[src/rtl/fpu_op_sequencer.sv]
`default_nettype none
// ============================================================================
//  Module      : fpu_op_sequencer
//  Description : Single-outstanding command sequencer in front of a
//                floating-point datapath. Latches operands, waits a
//                per-opcode latency, captures the selected result and
//                holds it until the response handshake completes.
//  Revision    : 1.0 - initial release
// ============================================================================
module fpu_op_sequencer #(
    parameter int LAT_ADD = 1,
    parameter int LAT_MUL = 2,
    parameter int LAT_DIV = 4,
    parameter int LAT_CMP = 1
) (
    input  logic        clk,
    input  logic        rst,
    input  logic        cmd_valid,
    output logic        cmd_ready,
    input  logic [2:0]  cmd_op,
    input  logic [31:0] cmd_a,
    input  logic [31:0] cmd_b,
    output logic [31:0] alu_in1,
    output logic [31:0] alu_in2,
    output logic        alu_op,
    input  logic [31:0] alu_add_res,
    input  logic [31:0] alu_mul_res,
    input  logic [31:0] alu_div_res,
    input  logic        alu_cmp_res,
    output logic        rsp_valid,
    input  logic        rsp_ready,
    output logic [31:0] rsp_data,
    output logic        rsp_err,
    output logic        busy
);

    // A latency of zero still needs one WAIT cycle to capture the result.
    localparam int c_lat_add = (LAT_ADD == 0) ? 1 : LAT_ADD;
    localparam int c_lat_mul = (LAT_MUL == 0) ? 1 : LAT_MUL;
    localparam int c_lat_div = (LAT_DIV == 0) ? 1 : LAT_DIV;
    localparam int c_lat_cmp = (LAT_CMP == 0) ? 1 : LAT_CMP;

    // Counter preload: the WAIT cycle that sees zero is the capture cycle.
    localparam logic [3:0] c_cnt_add = 4'(c_lat_add - 1);
    localparam logic [3:0] c_cnt_mul = 4'(c_lat_mul - 1);
    localparam logic [3:0] c_cnt_div = 4'(c_lat_div - 1);
    localparam logic [3:0] c_cnt_cmp = 4'(c_lat_cmp - 1);

    localparam logic [2:0] c_op_add = 3'd0;
    localparam logic [2:0] c_op_sub = 3'd1;
    localparam logic [2:0] c_op_mul = 3'd2;
    localparam logic [2:0] c_op_div = 3'd3;
    localparam logic [2:0] c_op_cmp = 3'd4;

    // The 4-bit counter cannot represent latencies beyond 15.
    generate
        if (LAT_ADD > 15 || LAT_MUL > 15 || LAT_DIV > 15 || LAT_CMP > 15 ||
            LAT_ADD < 0  || LAT_MUL < 0  || LAT_DIV < 0  || LAT_CMP < 0) begin : g_lat_range_err
            $error("fpu_op_sequencer: LAT_* parameters must lie in 0..15");
        end
    endgenerate

    typedef enum logic [1:0] {
        IDLE = 2'd0,
        WAIT = 2'd1,
        DONE = 2'd2
    } state_t;

    state_t      r_state;
    state_t      w_next;
    logic [3:0]  r_cnt;
    logic [2:0]  r_op;
    logic        w_accept;
    logic        w_illegal;
    logic [3:0]  w_cnt_load;
    logic [31:0] w_result;

    assign w_illegal = (cmd_op > c_op_cmp);

    // State register; reset always returns to IDLE and drops any command in flight.
    always_ff @(posedge clk) begin
        if (rst) begin
            r_state <= IDLE;
        end else begin
            r_state <= w_next;
        end
    end

    // Next-state and handshake/status outputs, decoded from the current state.
    always_comb begin
        w_next    = r_state;
        w_accept  = 1'b0;
        cmd_ready = rst;
        rsp_valid = 1'b0;
        busy      = 1'b1;
        case (r_state)
            IDLE: begin
                cmd_ready = 1'b1;
                busy      = 1'b0;
                w_accept  = cmd_valid;
                if (cmd_valid) begin
                    w_next = w_illegal ? DONE : WAIT;
                end
            end
            WAIT: begin
                if (r_cnt == 4'd0) begin
                    w_next = DONE;
                end
            end
            DONE: begin
                rsp_valid = 1'b1;
                if (rsp_ready) begin
                    w_next = IDLE;
                end
            end
            default: begin
                w_next = IDLE;
            end
        endcase
    end

    // Per-opcode counter preload and result selection for the latched opcode.
    always_comb begin
        w_cnt_load = 4'd0;
        case (cmd_op)
            c_op_add, c_op_sub: w_cnt_load = c_cnt_add;
            c_op_mul:           w_cnt_load = c_cnt_mul;
            c_op_div:           w_cnt_load = c_cnt_div;
            c_op_cmp:           w_cnt_load = c_cnt_cmp;
            default:            w_cnt_load = 4'd0;
        endcase
        w_result = 32'd0;
        case (r_op)
            c_op_add, c_op_sub: w_result = alu_add_res;
            c_op_mul:           w_result = alu_mul_res;
            c_op_div:           w_result = alu_div_res;
            c_op_cmp:           w_result = {31'd0, alu_cmp_res};
            default:            w_result = 32'd0;
        endcase
    end

    // Operand latching on accept, latency countdown, and result capture.
    always_ff @(posedge clk) begin
        if (rst) begin
            alu_in1  <= 32'd0;
            alu_in2  <= 32'd0;
            alu_op   <= 1'b0;
            r_op     <= 3'd0;
            r_cnt    <= 4'd0;
            rsp_data <= 32'd0;
            rsp_err  <= 1'b0;
        end else begin
            if (w_accept) begin
                alu_in1 <= cmd_a;
                alu_in2 <= cmd_b;
                alu_op  <= (cmd_op == c_op_sub);
                r_op    <= cmd_op;
                if (w_illegal) begin
                    // Illegal opcodes answer immediately with an error response.
                    r_cnt    <= 4'd0;
                    rsp_data <= 32'd0;
                    rsp_err  <= 1'b1;
                end else begin
                    r_cnt <= w_cnt_load;
                end
            end else if (r_state == WAIT) begin
                if (r_cnt == 4'd0) begin
                    rsp_data <= w_result;
                    rsp_err  <= 1'b0;
                end else begin
                    r_cnt <= r_cnt - 4'd1;
                end
            end
        end
    end

endmodule
`default_nettype wire

[config.mk]
export PLATFORM = sky130hd
export DESIGN_NAME = fpu_op_sequencer
export DESIGN_NICKNAME = d
export VERILOG_FILES = /design/src/rtl/fpu_op_sequencer.sv
export SDC_FILE = /design/constraint.sdc
export NUM_CORES = 1
export LEC_CHECK = 0
export CAP_MARGIN = 20
export CORE_MARGIN = 3
export CORE_UTILIZATION = 38
export DETAILED_ROUTE_END_ITERATION = 7
export HOLD_SLACK_MARGIN = 0.05
export PLACE_DENSITY = 0.86
export SYNTH_ARGS = -nofsm -noshare
export SYNTH_HDL_FRONTEND = slang
export SYNTH_SLANG_ARGS = --single-unit
[constraint.sdc]
create_clock -name clk -period 1.84 [get_ports clk]
set_input_delay 0.552 -clock clk [delete_from_list [all_inputs] [get_ports clk]]
set_output_delay 0.552 -clock clk [all_outputs]
set_load 0.005 [all_outputs]
## Word level (Yosys, flattened, before mapping)

Cells that the tools add are included.

- Flip-flop bits (word level): 107
- Bits in latches: 0
- Memory bits (writable): 0
- Memory bits (read-only): 0
- Bits of input ports: 168
- Output and inout bits: 101
- Memories: 0

- Add/subtract/negate cells: 1
- $mul: 0
- Div/mod/pow operators: 0
- Order comparisons: 1
- Equal/unequal tests: 14
- Shift operators: 0
- Multiplexer cells: 23
- Bitwise gates (word level): 0
- Reduce and logical (&&, ||, !) cells: 9

Operator list:

| operator | count |
|---|---|
| 2-to-1 mux 32 bit | 4 |
| case mux 32 bit (4 select lines) | 1 |
| 2-to-1 mux 4 bit | 4 |
| equality test 3 x 2 -> 1 bit, second input constant | 4 |
| 2-to-1 mux 1 bit | 8 |
| 2-to-1 mux 2 bit | 4 |
| equality test 3 x 1 -> 1 bit, second input constant | 2 |
| inequality test 2 bit, second input constant | 3 |
| case mux 2 bit (3 select lines) | 1 |
| AND reduction 3 bit | 2 |
| zero test 4 bit | 1 |
| inequality test 2 x 1 -> 1 bit, second input constant | 2 |
| case mux 2 bit (2 select lines) | 1 |
| nonzero test 2 bit | 2 |
| subtractor 4 x 1 -> 4 bit, second input constant | 1 |
| equality test 3 bit, second input constant | 1 |
| > comparator 3 bit, second input constant | 1 |
| zero test 3 bit | 1 |
| equality test 2 x 1 -> 1 bit, second input constant | 1 |
| equality test 2 bit, second input constant | 1 |
| zero test 2 bit | 1 |
| AND reduction 2 bit | 1 |
| OR reduction 2 bit | 1 |

## Logic depth before layout (Yosys ltp)

Gate-level depths: netlist of run 1.

- Depth in word-level cells: 6
- Mapped depth: 8
- Mapped depth without buffers: 6

## Worst setup path after synthesis of run 1

OpenSTA, ideal clock, no wires.

- Path kind: input -> register
- Start: input cmd_op[0]
- End: register rsp_data[17]
- Setup time: 69 ps
- Data arrival time: 1575 ps
- Data required time: 1771 ps
- Setup slack: 197 ps
- Stages on the path: 5
- Path buffers: 1
- Cell sequence: o21ai_0 -> o22ai_4 -> nor2_2 -> buf_6 -> o2bb2ai_4

- Cells in the longest elaborated chain, start to end: 3

RTL lines:

| item | RTL line | RTL |
|---|---|---|
| start, declared | 20 | `input logic [2:0] cmd_op,` |
| > comparator 3 bit | 78 | `assign w_illegal = (cmd_op > c_op_cmp);` |
| inequality test 2 x 1 -> 1 bit (no line) | n/a |  |
| AND reduction 3 bit (no line) | n/a |  |
| end signal, assigned | 168 | `rsp_data <= w_result;` |
| end, declared | 32 | `output logic [31:0] rsp_data,` |

No other way between the ends.
A chain may end at the register's enable or synchronous reset.

## Worst setup path after layout of run 1

- Start: register rsp_data[18]
- End: output rsp_data[18]

No word-level cell between the ends.

==> results list, run 1 <==
- Port-buffer cells: roughly 270
* Number of remaining DRC errors: 0
* Most frequent cells after synthesis: 166 x nand2_1, 107 x dfxtp_1, 72 x a21oi_1
- Final nets: 971
- GPL Wtd Cong: 0.8229
- Counting tap cells, the placed design contains a total of between 900 and 1000 instances.
- Startpoint type of the worst setup path: register
- Hold violation count in the final report: 0
- Cell count after synthesis: roughly 530
* Die Y-Extent: approximately 120 µm
* Fin crit period: roughly 1.8 ns
- Nets in the synthesized netlist: 704
* Worst Setup Path Type: register to primary output
- Across all layers, the routed design uses approximately 4700 vias.
- For this block, the initial DRC count from the detailed router was ~220.
- In this run the standard cell core region covers approximately 12000 µm².
- Proportion of netlist area held by the largest area contributor: a little under half
- Entering global routing, the biggest net connects 78 pins.
- Relative to the synthesized area, the layout overhead comes to 71.02%.
- The final max-slew violation count is 0.
* Data required, critical path: approximately 1.3 ns
- Highest attainable clock frequency: between 500 and 600 MHz
* X dimension of the die: between 100 and 150 µm
* Measured slew at the worst slew-check pin: between 0.3 and 0.4 ns
- The number of clock buffers added by TritonCTS is 9.
- Level count of the clock H-tree: 3
- For this design the top-level I/O count stands at 269.
- Final sum of negative setup slack: 0 ns
- Area of the multi-input gates: 2321 µm²
- Async set or reset register ratio after synthesis: 0%
* Worst Setup End Kind: primary output
- N_diodes: 0
* Cell row count: 40
- Traced cell by cell, the critical path runs through clkdlybuf4s50_1.
- Between clock sinks in the finished design, the worst skew comes to 0.009507 ns.
- In the synthesized netlist the dominant register cell turns out to be dfxtp_1.
- Effective utilization at floorplan: between 30% and 40%
- FF+latch count, synth: between 100 and 150
* Worst-case clock buffer depth: 2
- Fraction of final layout cells sized beyond drive strength 1: about an eighth
- GRT Residual Overflow: 0
- The largest single stage delay on the critical path is ~0.56 ns.
* Overall power after layout: around 0.0065 W
- Average wire per cell in the routed design: ~15 µm
- The die covers 13790 µm².
- After synthesis, the cell types taking the most area are dfxtp_1 45%, nand2_1 13%, o2bb2ai_2 8.9%.
* Period utilization: between 90% and 100%
- Status: complete, no violations
- For this design the static power due to leakage is around 3.0 nW.
* Cell type with the largest total area after synthesis: dfxtp_1
* Dpl cell area: ~7700 µm²
- Top-count cell post-synth: nand2_1
* Number of global-route vias before repair: around 4500
- Max-cap violations: 0
- Mean number of vias per cell: 4.809
- In the final layout, flip-flops and latches occupy 2152 µm².
* Class of the tightest hold or removal check: register to register
- Clock-pin slew was measured on the worst setup and hold paths at around 0.07 ns.
* Fill cell count: slightly below 1000
- Clock latency of the later-clocked register in the worst-skew pair: 0.34 ns
* Count of unique library cells instantiated by Yosys: 43
- The initial antenna violation count was 0.
- Share of synthesized area occupied by flip-flops and latches: between 40% and 50%
- Once layout is done, the placed cells without fillers occupy ~8100 µm².
* Maximum fanout encountered on the critical timing path: 2
- Measured against its own limit, the worst slew margin works out to between 70% and 80%.
- Detail Placement HPWL: ~11 mm
* Final setup viols: 0
- Maximum VDD drop: 0.6457 mV
- Mapped cell area: roughly 4700 µm²
* Gr usage total: 20.92%
- Post-synth EDFFs: 0
* Unrepaired setup endpoints after global routing: false
- Critical path buffers and inverters: 1
- CTS placed an instance of clkbuf_16 at the clock tree root.
- First-pass detailed-route iteration total: 5
- First-pass GRT wire length: around 23 mm
- Wires add up to roughly 15 mm.
* Cell with the largest stage delay on the worst path: clkdlybuf4s50_1
- In this run the mean area of a mapped cell was roughly 8.8 µm².
- Count of yosys warnings during synthesis: 0
* Largest delay contributor family on the critical path: buffers and inverters
- Clock Sinks: 107
- Once layout is complete, the cells apart from fillers number ~970.
- Total power per unit cell area: just over 800 nW/µm²
- Finished Core Util: ~67%
- Buffers inserted to repair hold after CTS numbered 0.
- Data on the critical path arrives at its endpoint at 1.25 ns.
- Clock tree from TritonCTS: built
- Remaining antenna violation count after routing: 0
metrics by stage:
stage | hold WS [ns] | worst slack, ns
global route | 0.4712 | 0.0007598
CTS | 0.4552 | 0.001748
detailed placement | 0.4456 | -0.3946
floorplan | 0.4527 | 0.1967
global placement | 0.4406 | -0.3683
finish | 0.4532 | 0.03814
flip-flops by register name (all words and copies together) (netlist names):
name and count:
alu_in1 32, alu_in2 32, alu_op 1, r_cnt 4, r_op 3, r_state 2
rsp_data 32, rsp_err 1
area by class of cell:
cell class / count / area share (%)
Clock buffer: 11 / 3.132
Clock inverter: 5 / 1.023
Inverter: 5 / 0.2326
Multi-Input combinational cell: 378 / 28.76
Sequential cell: 107 / 26.67
Tap cell: 168 / 2.605
Timing Repair Buffer: 300 / 37.57
where the power goes:
group	switching, W	internal [W]
Clock	0.000860	0.00127
Combinational	0.000726	0.00104
Sequential	0.000126	0.00251
path summary, 6_finish.rpt:
kind	from	end	slack [ns]	depth (start not counted)
min	alu_in1[29]	alu_in1[29]	0.45	2
max	rsp_data[18]	rsp_data[18]	0.04	1
max reg2reg	r_cnt[0]	r_cnt[0]	0.09	6
min reg2reg	alu_in1[29]	alu_in1[29]	0.45	2
placed cells by master, fill, tap and decap left out, types with 2 or more instances in the layout:
cell type and instances:
clkdlybuf4s50_1 260, nand2_1 166, dfxtp_1 99, a21oi_1 72, o21ai_0 35, mux2i_1 31, o2bb2ai_2 28, buf_4 23
clkbuf_16 9, buf_12 9, dfxtp_2 8, nor2_1 7, inv_1 5, dlygate4sd2_1 4, a211oi_1 3, nor3_1 3
or3b_4 2, o2bb2ai_4 2, a31oi_1 2, xnor2_1 2, ha_1 2, bufinv_16 2, clkbuf_8 2, dlymetal6s2s_1 2
kinds of logic after synthesis:
family,share of synthesized area (%)
AO/OA/AOI/OAI,23.55
XOR/XNOR,0.3713
adder cells (fa/ha/maj),0.5303
buffers and inverters,6.073
flip-flops,45.40
multiplexers,6.815
AND/OR/NAND/NOR,17.26
repair_timing:
item / 4_1_cts / 5_1_grt
endpoints found under the setup margin: 30 / 40
setup buffers: 0 / 0
gates resized for setup: 10 / 11
layer usage:
layer	global-route usage, %	wire (µm)	vias to the layer above
met2	35.26	7130	192
met5	0	0	-
li1	-	-	2345
met4	7.258	275	0
met1	24.46	5948	2126
met3	7.859	1331	21
Note: power is estimated with default switching activity, not from simulation.
==> inputs of run 2 (changes only) <==
--- a/config.mk
+++ b/config.mk
@@ -6,11 +6,13 @@
 export NUM_CORES = 1
 export LEC_CHECK = 0
 export CAP_MARGIN = 20
+export CELL_PAD_IN_SITES_DETAIL_PLACEMENT = 0
+export CELL_PAD_IN_SITES_GLOBAL_PLACEMENT = 1
 export CORE_MARGIN = 3
-export CORE_UTILIZATION = 38
+export CORE_UTILIZATION = 27
 export DETAILED_ROUTE_END_ITERATION = 7
 export HOLD_SLACK_MARGIN = 0.05
-export PLACE_DENSITY = 0.86
+export PLACE_DENSITY = 0.87
 export SYNTH_ARGS = -nofsm -noshare
 export SYNTH_HDL_FRONTEND = slang
 export SYNTH_SLANG_ARGS = --single-unit
==> run 2 against run 1 <==
Largest power group unchanged. Global-route usage down 4.7 points. Critical path depth unchanged. Worst setup slack worse by 0.0019 ns. Count of clock-buffer cells in the layout unchanged. Highest routed layer is now met5. Register-to-register slack better by 0.02 ns. Non-clock buffer count down 1. Critical path type unchanged. Fmax down 0.10%. Flip-flop and latch count unchanged. First-iteration DRC count down 30%.
==> results list, run 2 (synthesis gave the netlist of run 1 again) <==
- For the worst setup path, the data required time is approximately 1.3 ns.
- Reported net switching power: between 0.0015 and 0.002 W
* Headroom to the max-slew limit: between 60% and 70%
- Detail Placement HPWL: between 10 and 15 mm
* Overall power after layout: between 0.006 and 0.007 W
- Post-CTS timing repair inserted 0 buffers for setup.
- The via count of the first global-routing pass came to approximately 4500.
* Worst Reg-to-Reg Cells: 6
- The floorplan step defined a core boundary enclosing between 15000 and 20000 µm².
- The initial antenna violation count came to 2.
* Remaining antenna violation count after routing: 0
- The worst hold path belongs to the class register to register.
* Fraction of final layout cells sized beyond drive strength 1: about an eighth
- The startpoint identified for the worst hold timing path is alu_in2[2].
- Count of boundary I/O pins: between 200 and 300
- On the final layout, the worst hold slack is 0.4519 ns.
- Worst-case clock buffer depth: 2
- The setup check on the worst reg-to-reg path leaves a slack of between 0.1 and 0.15 ns.
* Max-slew violation total from the final report: 0
* Clock latency of the later-clocked register in the worst-skew pair: about 0.34 ns
* Worst Setup End Kind: primary output
- Ordered list of cells on the worst path: clkdlybuf4s50_1
* Final setup viols: 0
- X dimension of the die: 138.2 µm
- From bottom edge to top edge, the die measures around 140 µm.
* Hold violation count in the final report: 0
- Largest net degree at the start of global routing: between 70 and 80
- The endpoint identified for the worst register-to-register timing path is r_cnt[0].
* Initial DRC count: between 150 and 200
- Clock slew at the register clock pins of the worst setup and hold paths: ~0.070 ns
- Total of hold buffers inserted after clock tree synthesis: 0
- Clock Sinks: 107
* Die ar.: 19100 µm²
* Routed Wire Length: ~16 mm
* Inserted Clock Buffers: 9
* Largest regs: alu_in1: 32 flops, alu_in2: 32 flops, rsp_data: 32 flops
- Data arrives at the worst endpoint at 1.25 ns.
- Effective utilization at floorplan: roughly 28%
* Maximum VDD drop: ~0.48 mV
- Total instance count after detailed placement: ~1000
- Of the total power, combinational logic draws between 20% and 30%.
- Leaving out filler cells and counting taps, the final layout contains 1026.
- Share of total power in the clock network: 29.7%
- The worst hold path was traced through 2 stages.
* Total power per unit cell area: between 700 and 800 nW/µm²
- Across the run, the number of max-cap violations was 0.
* Port-buffer cells: 268
- Delay of the slowest cell on the worst path: between 0.5 and 0.6 ns
* Measured slew at the worst slew-check pin: just over 0.5 ns
- Clock tree skew after final layout: approximately 0.0070 ns
* GRT Residual Overflow: 0
* Via count of the routed design: ~4600
- Status: complete, no violations
- Unrepaired setup endpoints after global routing: false
- Gr usage total: roughly 16%
* Number of remaining DRC errors: 0
- At the end of routability-driven placement, the weighted congestion stood at a little over 0.8.
- Based on the critical path, the design can be clocked at up to approximately 550 MHz.
- Final setup margin: between 0.03 and 0.04 ns
- Sw Ratio: a little over a quarter
- Most used cells in the layout excluding fill and tap cells: 256 x clkdlybuf4s50_1, 166 x nand2_1, 96 x dfxtp_1
- Largest delay contributor family on the critical path: buffers and inverters
- Post-place setup slack: -0.4025 ns
- Mean number of vias per cell: between 4 and 5
- Endpoint, Worst Hold: alu_in2[2]
- The first global-routing pass estimated ~25 mm of wire.
- Area growth from synthesis to layout: 70.72%
- Launch point of the worst reg-to-reg path: r_cnt[0]
- Critical path buffers and inverters: 1
- Startpoint type of the worst setup path: register
- Cell leakage power: between 3 and 4 nW
- Clk root buf: clkbuf_16
* Maximum fanout encountered on the critical timing path: 2
- Origin of the worst setup path: rsp_data[8]
* Internal power contribution: ~0.0045 W
- Cell row count: 47
- Level count of the clock H-tree: 3
- Leading cell type in the layout, fill and taps excluded: clkdlybuf4s50_1
- The pre-antenna-repair detailed-routing pass consisted of 4 iterations.
- Average wire per cell in the routed design: approximately 15 µm
- The worst setup path is of the register to primary output kind.
- Part of the power in registers: ~42%
- Period utilization: approximately 98%
- The smallest clock period supported by the final layout is computed as 1.804 ns.
* Clock tree from TritonCTS: built
* Cell with the largest stage delay on the worst path: clkdlybuf4s50_1
- After the last flow step, the layout net total stands at 970.
[run 2: metrics by stage]
step,util (%),area [µm²],TNS (ns)
2_1_floorplan,-,4718,0
3_3_place_gp,46.01,7737,-35.71
3_5_place_dp,46.01,7737,-38.64
4_1_cts,47.69,8020,0
5_1_grt,47.89,8055,0
6_report,47.89,8055,0
[run 2: area by class of cell]
| cell class | instances | area [µm²] |
|---|---|---|
| Tap cell | 220 | 275.3 |
| Inverter | 5 | 18.77 |
| Antenna cell | 1 | 2.502 |
| Sequential cell | 107 | 2156 |
| Fill cell | 1666 | 8763 |
| Clock inverter | 5 | 27.53 |
| Timing Repair Buffer | 299 | 3008 |
| Clock buffer | 11 | 252.7 |
| Multi-Input combinational cell | 378 | 2315 |
[run 2: timing repair]
| item | 4_1_cts | 5_1_grt |
|---|---|---|
| gates cloned | 0 | 0 |
| endpoints found under the hold margin | 0 | 0 |
| gates resized for setup | 16 | 17 |
| endpoints found under the setup margin | 44 | 42 |
| pin swaps | 1 | 1 |
[run 2: worst max path at each step]
stage / to / slack (ns) / cells after the start
after detailed placement: rsp_data[16] / -0.40 / 6
after CTS: rsp_data[19] / 0.00007 / 1
final: rsp_data[8] / 0.04 / 1
after global routing: alu_in1[7] / 0.001 / 1
after floorplan: rsp_data[17] / 0.20 / 5
after global placement: rsp_data[13] / -0.38 / 6
[run 2: per-layer routing]
layer,global-route usage (%),vias up,routed length (µm)
li1,-,2353,-
met1,20.03,2019,6819
met2,25.67,195,7115
met3,7.355,26,1458
met4,4.784,2,369
met5,0,-,13
[run 2: power groups by stage]
| stage | Clock (W) | Combinational, W | Sequential, W |
|---|---|---|---|
| global placement | 0 | 0.00174 | 0.00268 |
| floorplan | 0 | 0.000763 | 0.00268 |
| global route | 0.00205 | 0.00191 | 0.00266 |
| CTS | 0.00194 | 0.00176 | 0.00263 |
| finish | 0.00184 | 0.00174 | 0.00263 |
| detailed placement | 0 | 0.00176 | 0.00268 |
